--- config.mk ---
export PLATFORM = sky130hd
export DESIGN_NAME = axicb_fifo_rr_sched
export DESIGN_NICKNAME = d
export VERILOG_FILES = /design/src/rtl/axicb_fifo_rr_sched.sv
export SDC_FILE = /design/constraint.sdc
export NUM_CORES = 1
export LEC_CHECK = 0
export ABC_AREA = 1
export CORE_MARGIN = 2
export CORE_UTILIZATION = 42
export CTS_CLUSTER_SIZE = 14
export DETAILED_ROUTE_END_ITERATION = 10
export GPL_TIMING_DRIVEN = 0
export PLACE_DENSITY_LB_ADDON = 0.1
export SETUP_SLACK_MARGIN = 0.1
export SYNTH_ARGS = -nofsm -noshare
export SYNTH_HDL_FRONTEND = slang
export SYNTH_SLANG_ARGS = --single-unit
--- constraint.sdc ---
create_clock -name aclk -period 2.45 [get_ports aclk]
set_input_delay 0.3675 -clock aclk [delete_from_list [all_inputs] [get_ports aclk]]
set_output_delay 0.3675 -clock aclk [all_outputs]
set_load 0.1 [all_outputs]
--- src/rtl/axicb_fifo_rr_sched.sv ---
// Round-robin packet scheduler draining NB_REQ store-mode FIFOs
// into one registered valid/ready stream, packet-atomic.
module axicb_fifo_rr_sched #(
  parameter  int NB_REQ     = 4,
  parameter  int DATA_WIDTH = 8,
  localparam int ID_W       = $clog2(NB_REQ)
) (
  input  logic                         aclk,
  input  logic                         srst,
  input  logic                         en,
  input  logic [NB_REQ-1:0]            req_empty,
  input  logic [NB_REQ*DATA_WIDTH-1:0] req_data,
  input  logic [NB_REQ-1:0]            req_last,
  output logic [NB_REQ-1:0]            req_pull,
  output logic                         out_valid,
  input  logic                         out_ready,
  output logic [DATA_WIDTH-1:0]        out_data,
  output logic                         out_last,
  output logic [ID_W-1:0]              out_id,
  output logic                         busy
);

  typedef enum logic {IDLE, LOCK} state_t;

  state_t state, state_nxt;

  logic [ID_W-1:0]       grant;
  logic [ID_W-1:0]       prio_ptr;
  logic [ID_W-1:0]       grant_inc;
  logic [ID_W-1:0]       hi_idx, lo_idx;
  logic [ID_W-1:0]       pick_idx;
  logic                  hi_vld, lo_vld;
  logic                  pick_vld;
  logic                  slot_free;
  logic                  pull;
  logic [DATA_WIDTH-1:0] sel_data;
  logic                  sel_last;
  logic                  sel_empty;

  // hi_* covers prio_ptr..NB_REQ-1, lo_* the wrapped part
  always_comb begin
    hi_vld = 1'b0;
    hi_idx = '0;
    lo_vld = 1'b0;
    lo_idx = '0;
    for (int i = NB_REQ - 1; i >= 0; i--) begin
      if (!req_empty[i]) begin
        if (ID_W'(i) >= prio_ptr) begin
          hi_vld = 1'b1;
          hi_idx = ID_W'(i);
        end else begin
          lo_vld = 1'b1;
          lo_idx = ID_W'(i);
        end
      end
    end
    pick_vld = hi_vld | lo_vld;
    pick_idx = hi_vld ? hi_idx : lo_idx;
  end

  always_comb begin
    sel_data  = '0;
    sel_last  = 1'b0;
    sel_empty = 1'b1;
    for (int i = 0; i < NB_REQ; i++) begin
      if (grant == ID_W'(i)) begin
        sel_data  = req_data[i*DATA_WIDTH +: DATA_WIDTH];
        sel_last  = req_last[i];
        sel_empty = req_empty[i];
      end
    end
  end

  assign grant_inc = (grant == ID_W'(NB_REQ - 1))
                   ? '0 : grant + 1'b1;
  assign slot_free = ~out_valid | out_ready;
  assign pull      = (state == LOCK) & slot_free
                   & ~sel_empty;

  always_ff @(posedge aclk) begin
    if (srst) state <= IDLE;
    else      state <= state_nxt;
  end

  always_comb begin
    state_nxt = state;
    unique case (state)
      IDLE: if (en && pick_vld) state_nxt = LOCK;
      LOCK: if (pull && sel_last) state_nxt = IDLE;
      default: state_nxt = IDLE;
    endcase
  end

  always_comb begin
    req_pull = '0;
    if (pull) req_pull[grant] = 1'b1;
    busy = (state == LOCK) | out_valid;
  end

  always_ff @(posedge aclk) begin
    if (srst) begin
      grant     <= '0;
      prio_ptr  <= '0;
      out_valid <= 1'b0;
      out_data  <= '0;
      out_last  <= 1'b0;
      out_id    <= '0;
    end else begin
      if (state == IDLE && en && pick_vld)
        grant <= pick_idx;
      if (pull && sel_last)
        prio_ptr <= grant_inc;
      if (pull) begin
        out_valid <= 1'b1;
        out_data  <= sel_data;
        out_last  <= sel_last;
        out_id    <= grant;
      end else if (out_ready) begin
        out_valid <= 1'b0;
      end
    end
  end

endmodule
Word-level counts from Yosys, hierarchy flattened
Index checks and enable logic that the tools add are counted.
{"block": "word_totals", "output_inout_bits": 17, "reg_bits": 17, "input_bits": 44}
{"block": "op_classes", "reduce_logical": 7, "mux": 54, "add_sub_neg": 1, "bitwise": 8, "order_cmp": 6, "eq_ne": 3}
{"operator": "2-to-1 mux 2 bit", "count": 18}
{"operator": "2-to-1 mux 8 bit", "count": 4}
{"operator": "2-to-1 mux 1 bit", "count": 29}
{"operator": "logical AND 1 bit", "count": 5}
{"operator": "equality test 2 bit (second input constant)", "count": 2}
{"operator": "greater-or-equal comparator 1 x 2 -> 1 bit (first input constant)", "count": 2}
{"operator": "greater-or-equal comparator 2 bit (first input constant)", "count": 2}
{"operator": "2-to-1 mux 4 bit", "count": 1}
{"operator": "< comparator 2 x 3 -> 1 bit (second input constant)", "count": 1}
{"operator": "inverter 1 bit", "count": 3}
{"operator": "OR 1 bit", "count": 3}
{"operator": "adder 2 x 1 -> 2 bit (second input constant)", "count": 1}
{"operator": "bitwise AND 1 bit", "count": 2}
{"operator": "demux 1 bit (select 2 bit)", "count": 1}
{"operator": "equality test 2 x 1 -> 1 bit (second input constant)", "count": 1}
{"operator": "greater-or-equal comparator 2 x 1 -> 1 bit (second input constant)", "count": 1}
{"operator": "zero test 2 bit", "count": 1}
{"operator": "one-hot mux 1 bit (2 select lines)", "count": 1}
{"operator": "nonzero test 2 bit", "count": 1}

Longest topological paths before layout
Gate-level depths: netlist (run 1).
{"block": "logic_depth", "ltp_word": 13, "mapped_depth": 11, "mapped_depth_nobuf": 11}

Worst setup path before layout (run 1)
OpenSTA, ideal clock, no wires.
{"block": "synth_timing", "kind": "register to output", "from": "reg out_valid", "to": "out req_pull[0]", "slack_ns": -0.480, "stages_incl_launch_ff": 8, "path_buffers": 1, "required_ns": 2.082, "t_arrival_ns": 2.563, "cell_sequence": "dfxtp_1 > inv_1 > or2_1 > nand3_2 > inv_1 > nand2_4 > buf_8 > nor2_1"}
{"block": "synth_via", "elab_chain_len": 5}
{"element": "start: declaration", "line": "15", "text": "output logic out_valid,"}
{"element": "start signal: assignment", "line": "104", "text": "out_valid <= 1'b0;"}
{"element": "start signal: assignment", "line": "114", "text": "out_valid <= 1'b1;"}
{"element": "start signal: assignment", "line": "119", "text": "out_valid <= 1'b0;"}
{"element": "inverter 1 bit", "line": "76", "text": "assign slot_free = ~out_valid | out_ready;"}
{"element": "OR 1 bit", "line": "76"}
{"element": "bitwise AND 1 bit", "line": "77", "text": "assign pull = (state == LOCK) & slot_free"}
{"element": "bitwise AND 1 bit", "line": "78", "text": "& ~sel_empty;"}
{"element": "2-to-1 mux 4 bit", "line": "96", "text": "if (pull) req_pull[grant] = 1'b1;"}
{"element": "end: declaration", "line": "14", "text": "output logic [NB_REQ-1:0] req_pull,"}
Every way passes these cells.

Worst setup path after layout (run 1)
{"block": "layout_timing", "from": "reg grant[0]", "to": "out req_pull[3]"}
{"block": "layout_via", "elab_chain_len": 8, "word_cells_on_any_way": 16}
{"element": "start: declaration", "line": "27", "text": "logic [ID_W-1:0] grant;"}
{"element": "start signal: assignment", "line": "110", "text": "grant <= pick_idx;"}
{"element": "zero test 2 bit", "line": "66", "text": "if (grant == ID_W'(i)) begin"}
{"element": "2-to-1 mux 1 bit (4 in series)", "line": "66"}
{"element": "inverter 1 bit", "line": "78"}
{"element": "bitwise AND 1 bit", "line": "78"}
{"element": "2-to-1 mux 4 bit (*)", "line": "96"}
Every way passes the cells marked *; elsewhere a longest branch is shown, timed or not.

==> reports/results.ini, run 1 <==
[run_status]
run_status = completed

[min_path]
hold_path_end = out_data[4]
worst_hold_path_depth = 2
worst_hold_startpoint = out_data[4]
hold_class = flip-flop to flip-flop

[placed_design]
detailedPlacementHpwl_um = 2693
gp_congestion = 0.7744
numPlacedInstances = 276
post-place-ws_ns = -0.6009
dpl_cell_area_sq_um = 1834
io_buffers = 60

[routing]
vias_per_cell = 4.850
drt-initial-drc-count = 56
detail-route-antenna-nets = 0
wl_per_cell_um = 11.96
dr.pass1.iters = 4
route.final.wire_length_um = 3350
vias = 1358
drc_violations = 0

[global_routing]
gr-total-overflow = 0
grt_use_total_pct = 20.28
antenna_found_initial = 0
grt_max_degree = 11
first_global_vias = 1200
global_route_wire_length_before_repair_um = 5257

[setup_path]
critical_path_peak_fanout = 10
regToRegSetupSlack_ns = 0.73
crit-reg2reg-capture = prio_ptr[1]
timing_worst_setup_path_type = flip-flop to output pin
cp-start-kind = flip-flop
required_ns = 2.08
r2r.worst_path.cells = 11
critical_path.endpoint_type = output pin
timing.rr.start = grant[0]
cp.arrival_ns = 1.89

[cells_and_area]
fin_cells = 280
fillerInstances = 254
regArea_sq_um = 342.8
area_delta_synth_final_pct = 60.30
num_antenna_cells = 0
final_net_count = 298
post-route-util_pct = 70.08
post_route_cells_drive_above_1_share_pct = 13.65
finish.instance_area_sq_um = 1899
multi_input_area_sq_um = 729.5

[sta]
final_hold_viol_count = 0
slew_violations = 0
fin_ws_ns = 0.1880
finalClockSkew_ns = 0.001028
setup_violations = 0
max_slew_margin_pct = 35.21
grt_setup_unrepaired = yes
min_period_over_period_pct = 92.33
post-route-min-period_ns = 2.262
tightest_slew_ns = 0.9687
max_freq_ghz = 0.4421

[power]
power.static_leakage_nw = 0.8189
vdd.ir_drop.worst_uv = 488.3
power.total_mw = 0.8872
power_density_nw_per_um2 = 467.1

[floorplan]
initial_utilization_pct = 43.72
floorplan.die.height_um = 57.12
floorplan.die_area_sq_um = 3262
top_level_ports = 61
core.rowCount = 19
fp.coreArea_sq_um = 2710
fp.dieW_um = 57.12

[synth]
number_of_storage_elements_in_the_synthesis_netlist = 17
ys_warn_count = 0
synth_cells = 185
synth_sequential_area_ratio_pct = 28.72
netlist-cell-type-count = 24
synth_fp_nets = 233
post_synth.cell_area_avg_sq_um = 6.405
synth_area_sq_um = 1185

[cts]
clkSinkCount = 17
cts_tree = built
number_of_buffers_created_by_cts = 3
clk_pin_slew_ns = 0.09
worstSkewPairLatency_ns = 0.28
cts-htree-levels = 1
number_of_post_cts_setup_repair_buffers = 0
ctsHoldBuffers = 0
clock_path_buffers = 2
cts_root_buf = sky130_fd_sc_hd__clkbuf_4

[flow_run]
drv_cap = 0

==> timing repair <==
item                       4_1_cts  5_1_grt
pin swaps                        0        0
gates resized for setup         25       13
setup endpoints to repair        4        5
==> logic make-up (layout without fill, tap and decap cells) <==
kind of cell / Yosys count / in the layout / synth area share [%]
and+or+nand+nor: 96 / 96 / 34.64
buffers and inverters: 25 / 89 / 10.77
DFF: 17 / 17 / 28.72
adders and majority gates: 4 / 4 / 4.224
AOI/OAI and AO/OA: 43 / 43 / 21.65
==> synthesized netlist by cell type (all sizes together) <==
library cell / number / area share [%]
nor3b: 1 / 0.63
nand3: 7 / 3.4
o21bai: 2 / 1.3
inv: 18 / 5.7
nand4: 1 / 0.53
nor2: 19 / 6.7
or2: 2 / 1.1
ha: 4 / 4.2
a21oi: 29 / 14
dfxtp: 17 / 29
nand2: 66 / 22
o21ai: 5 / 2.1
buf: 7 / 5.1
o211ai: 7 / 4.4
==> placed cells by master (no fill, tap or decap), drive strengths merged <==
cell type      instances
nand2                 66
clkdlybuf4s50         55
a21oi                 29
nor2                  19
inv                   18
dfxtp                 17
buf                   11
o211ai                 7
nand3                  7
o21ai                  5
ha                     4
clkbuf                 4
o21bai                 2
or2                    2
nor3b                  1
nand4                  1
dlymetal6s2s           1
==> worst max-delay path by stage <==
stage | cells after the start | end | startpoint | slack [ns]
2_1_floorplan | 7 | req_pull[0] | out_valid | -0.009
3_3_place_gp | 10 | req_pull[0] | req_empty[0] | -0.59
3_5_place_dp | 10 | req_pull[1] | req_empty[0] | -0.60
4_1_cts | 9 | req_pull[3] | grant[0] | 0.14
5_1_grt | 9 | req_pull[3] | grant[0] | 0.07
6_report | 9 | req_pull[3] | grant[0] | 0.19
==> area by class of cell <==
type / instances / share of cell area, %
Clock buffer: 4 / 1.383
Tap cell: 31 / 2.042
Buffer: 7 / 3.162
Multi-Input combinational cell: 143 / 38.41
Sequential cell: 17 / 18.05
Timing Repair Buffer: 60 / 33.40
Inverter: 18 / 3.557
==> critical path: stages (launching register included) <==
cell and delay (ns):
sky130_fd_sc_hd__dfxtp_2 0.38, sky130_fd_sc_hd__inv_1 0.09, sky130_fd_sc_hd__ha_1 0.22, sky130_fd_sc_hd__buf_6 0.14, sky130_fd_sc_hd__a21oi_2 0.15, sky130_fd_sc_hd__nand2_1 0.10, sky130_fd_sc_hd__nand2_4 0.13, sky130_fd_sc_hd__buf_8 0.17
sky130_fd_sc_hd__nor2_2 0.06, sky130_fd_sc_hd__buf_12 0.16
==> routing by layer <==
metal,track usage (%),vias up,share of wire [%]
met5,0,-,0
met1,27.14,593,48
li1,-,724,-
met3,2.948,4,5.0
met2,34.48,37,46
met4,4.983,0,0.93
==> stage by stage <==
| step | hold slack [ns] | setup TNS (ns) |
|---|---|---|
| after floorplan | 0.4366 | -0.03550 |
| after global placement | 0.4562 | -2.365 |
| after CTS | 0.4801 | 0 |
| after detailed placement | 0.4620 | -2.392 |
| final | 0.4774 | 0 |
| after global routing | 0.4941 | 0 |
==> registers in the layout (all words and copies together), names as in the netlist <==
signal     flops
out_data       8
grant          2
out_id         2
prio_ptr       2
out_last       1
out_valid      1
state          1
==> report_power, final <==
| group | switching, mW | internal, mW | total [mW] |
|---|---|---|---|
| Clock | 0.0808 | 0.0632 | 0.144 |
| Sequential | 0.0142 | 0.296 | 0.310 |
| Combinational | 0.268 | 0.165 | 0.433 |
(Power assumes the default switching activity.)
==> inputs of run 2 (changes only) <==
--- a/config.mk
+++ b/config.mk
@@ -6,11 +6,13 @@
 export NUM_CORES = 1
 export LEC_CHECK = 0
 export ABC_AREA = 1
+export ABC_CLOCK_PERIOD_IN_PS = 2450
 export CORE_MARGIN = 2
 export CORE_UTILIZATION = 42
 export CTS_CLUSTER_SIZE = 14
 export DETAILED_ROUTE_END_ITERATION = 10
 export GPL_TIMING_DRIVEN = 0
+export MAX_ROUTING_LAYER = met4
 export PLACE_DENSITY_LB_ADDON = 0.1
 export SETUP_SLACK_MARGIN = 0.1
 export SYNTH_ARGS = -nofsm -noshare
==> run 2 against run 1 <==
  * Sequential power about the same
  * Register-to-register slack about the same
  * Global-route usage up 0.62 points
  * Sequential cell count unchanged
  * Critical path depth unchanged
  * Clock power about the same
  * Core utilization unchanged
  * Maximum frequency up 0.11%
==> reports/results.ini, run 2 (synthesis results as in run 1) <==
[run_status]
run_status = completed

[power]
vdd.ir_drop.worst_uv = 488.1  ; about the same
power_density_nw_per_um2 = 467.1  ; about the same
power.static_leakage_nw = 0.8189  ; unchanged
power.total_mw = 0.8873  ; about the same

[floorplan]
floorplan.die.height_um = 57.12  ; unchanged
floorplan.die_area_sq_um = 3262  ; unchanged
fp.coreArea_sq_um = 2710  ; unchanged
core.rowCount = 19  ; unchanged
top_level_ports = 61  ; unchanged
initial_utilization_pct = 43.72  ; unchanged
fp.dieW_um = 57.12  ; unchanged

[cells_and_area]
post_route_cells_drive_above_1_share_pct = 13.65  ; unchanged
mostFrequentLayoutCell = sky130_fd_sc_hd__nand2_1
area_delta_synth_final_pct = 60.30  ; unchanged
register_with_the_most_flip_flops = out_data
finish.instance_area_sq_um = 1899  ; unchanged
final_net_count = 298  ; unchanged
post-route-util_pct = 70.08  ; unchanged
final_cell_mix = sky130_fd_sc_hd__nand2_1 (61), sky130_fd_sc_hd__clkdlybuf4s50_1 (55), sky130_fd_sc_hd__a21oi_1 (24), sky130_fd_sc_hd__inv_1 (16), sky130_fd_sc_hd__dfxtp_1 (15)
fin_cells = 280  ; unchanged
largest_register_ff_count = 8  ; unchanged
num_antenna_cells = 0  ; unchanged

[global_routing]
grt_use_total_pct = 20.90  ; +0.62 points
global_route_wire_length_before_repair_um = 5257  ; unchanged
gr-total-overflow = 0  ; unchanged
grt_max_degree = 11  ; unchanged
antenna_found_initial = 0  ; unchanged
first_global_vias = 1201  ; +0.083%

[placed_design]
dpl_cell_area_sq_um = 1834  ; unchanged
detailedPlacementHpwl_um = 2693  ; unchanged
gp_congestion = 0.7850  ; +1.4%
post-place-ws_ns = -0.6009  ; unchanged
numPlacedInstances = 276  ; unchanged
io_buffers = 60  ; unchanged

[routing]
drc_violations = 0  ; unchanged
dr.pass1.iters = 4  ; unchanged
vias = 1359  ; +0.074%
vias_per_cell = 4.854  ; about the same
wl_per_cell_um = 11.96  ; about the same
drt-initial-drc-count = 48  ; -14%
route.final.wire_length_um = 3349  ; about the same
detail-route-antenna-nets = 0  ; unchanged

[setup_path]
crit-reg2reg-capture = prio_ptr[1]
worst_path_largest_cell_delay_ns = 0.38  ; about the same
critical_path_peak_fanout = 10  ; unchanged
r2r.worst_path.cells = 11  ; unchanged
cp.arrival_ns = 1.89  ; about the same
slowest_stage = sky130_fd_sc_hd__dfxtp_2
critical_path.endpoint_type = output pin
required_ns = 2.08  ; about the same
timing.rr.start = grant[0]
timing_worst_setup_path_type = flip-flop to output pin
critical_path.cell_chain = inv_1 -> ha_1 -> buf_6 -> a21oi_2 -> nand2_1 -> nand2_4 -> buf_8 -> nor2_2 -> buf_12
cp-start-kind = flip-flop
regToRegSetupSlack_ns = 0.73  ; about the same

[min_path]
hold_class = flip-flop to flip-flop
worst_hold_path_depth = 2  ; unchanged
worst_hold_startpoint = out_data[4]
hold_path_end = out_data[4]

[cts]
clkSinkCount = 17  ; unchanged
clk_pin_slew_ns = 0.09  ; about the same
cts_tree = built
ctsHoldBuffers = 0  ; unchanged
cts-htree-levels = 1  ; unchanged
number_of_buffers_created_by_cts = 3  ; unchanged
worstSkewPairLatency_ns = 0.28  ; about the same
clock_path_buffers = 2  ; unchanged
cts_root_buf = sky130_fd_sc_hd__clkbuf_4

[sta]
final_hold_viol_count = 0  ; unchanged
finalSetupTns_ns = 0  ; unchanged
finalClockSkew_ns = 0.001020  ; -0.000008050 ns
holdWs_ns = 0.4775  ; +0.00009200 ns
slew_violations = 0  ; unchanged
max_freq_ghz = 0.4426  ; +0.11%
tightest_slew_ns = 0.9716  ; +0.002859 ns
post-route-min-period_ns = 2.260  ; -0.002498 ns
setup_violations = 0  ; unchanged
grt_setup_unrepaired = yes
fin_ws_ns = 0.1905  ; +0.002498 ns
min_period_over_period_pct = 92.23  ; -0.10 points
max_slew_margin_pct = 35.02  ; -0.19 points

[flow_run]
drv_cap = 0  ; unchanged

[run 2: cell counts in the layout (fill, tap and decap cells not counted)]
No cell type changed its count.
[run 2: cell type report]
| cell class | count | area [sq um] |
|---|---|---|
| fillers | 254 | 810.8 |
| repair buffers | 60 | 634.4 |
| inverters | 18 | 67.56 |
| plain buffers | 7 | 60.06 |
| well taps | 31 | 38.79 |
| multi-input cells | 143 | 729.5 |
| clock buffers | 4 | 26.28 |
| flip-flops and latches | 17 | 342.8 |
[run 2: how the worst max path moves through the flow]
stage,start,end,slack (ns),cells after the start
floorplan,out_valid,req_pull[0],-0.009,7
global placement,req_empty[0],req_pull[0],-0.59,10
detailed placement,req_empty[0],req_pull[1],-0.60,10
CTS,grant[0],req_pull[3],0.14,9
global route,grant[0],req_pull[3],0.07,9
finish,grant[0],req_pull[3],0.19,9
[run 2: timing repair]
item                       4_1_cts  5_1_grt
setup buffers                    0        0
setup endpoints to repair        4        5
gates resized for setup         25       13
[run 2: worst max-delay path: cells and delay by family (launching register included)]
kind                     cells  cell delay (ns)
buffers and inverters        4             0.56
flip-flops                   1             0.38
AND/OR/NAND/NOR              3             0.29
adder cells (fa/ha/maj)      1             0.22
AO/OA/AOI/OAI                1             0.15
[run 2: power breakdown]
| part | switching (mW) | internal, mW | total (mW) | leakage (nW) |
|---|---|---|---|---|
| clock | 0.0809 | 0.0632 | 0.144 | 0.0150 |
| combinational | 0.268 | 0.165 | 0.433 | 0.665 |
| sequential | 0.0142 | 0.296 | 0.310 | 0.139 |
| total | 0.363 | 0.525 | 0.887 | 0.819 |
[run 2: metal layers]
metal  up-vias  GRT usage, %  routed length (um)
met5         -             -                   0
li1        724             -                   -
met1       594         27.29                1611
met3         4         2.721                 156
met2        37         34.48                1550
met4         0         4.983                  31
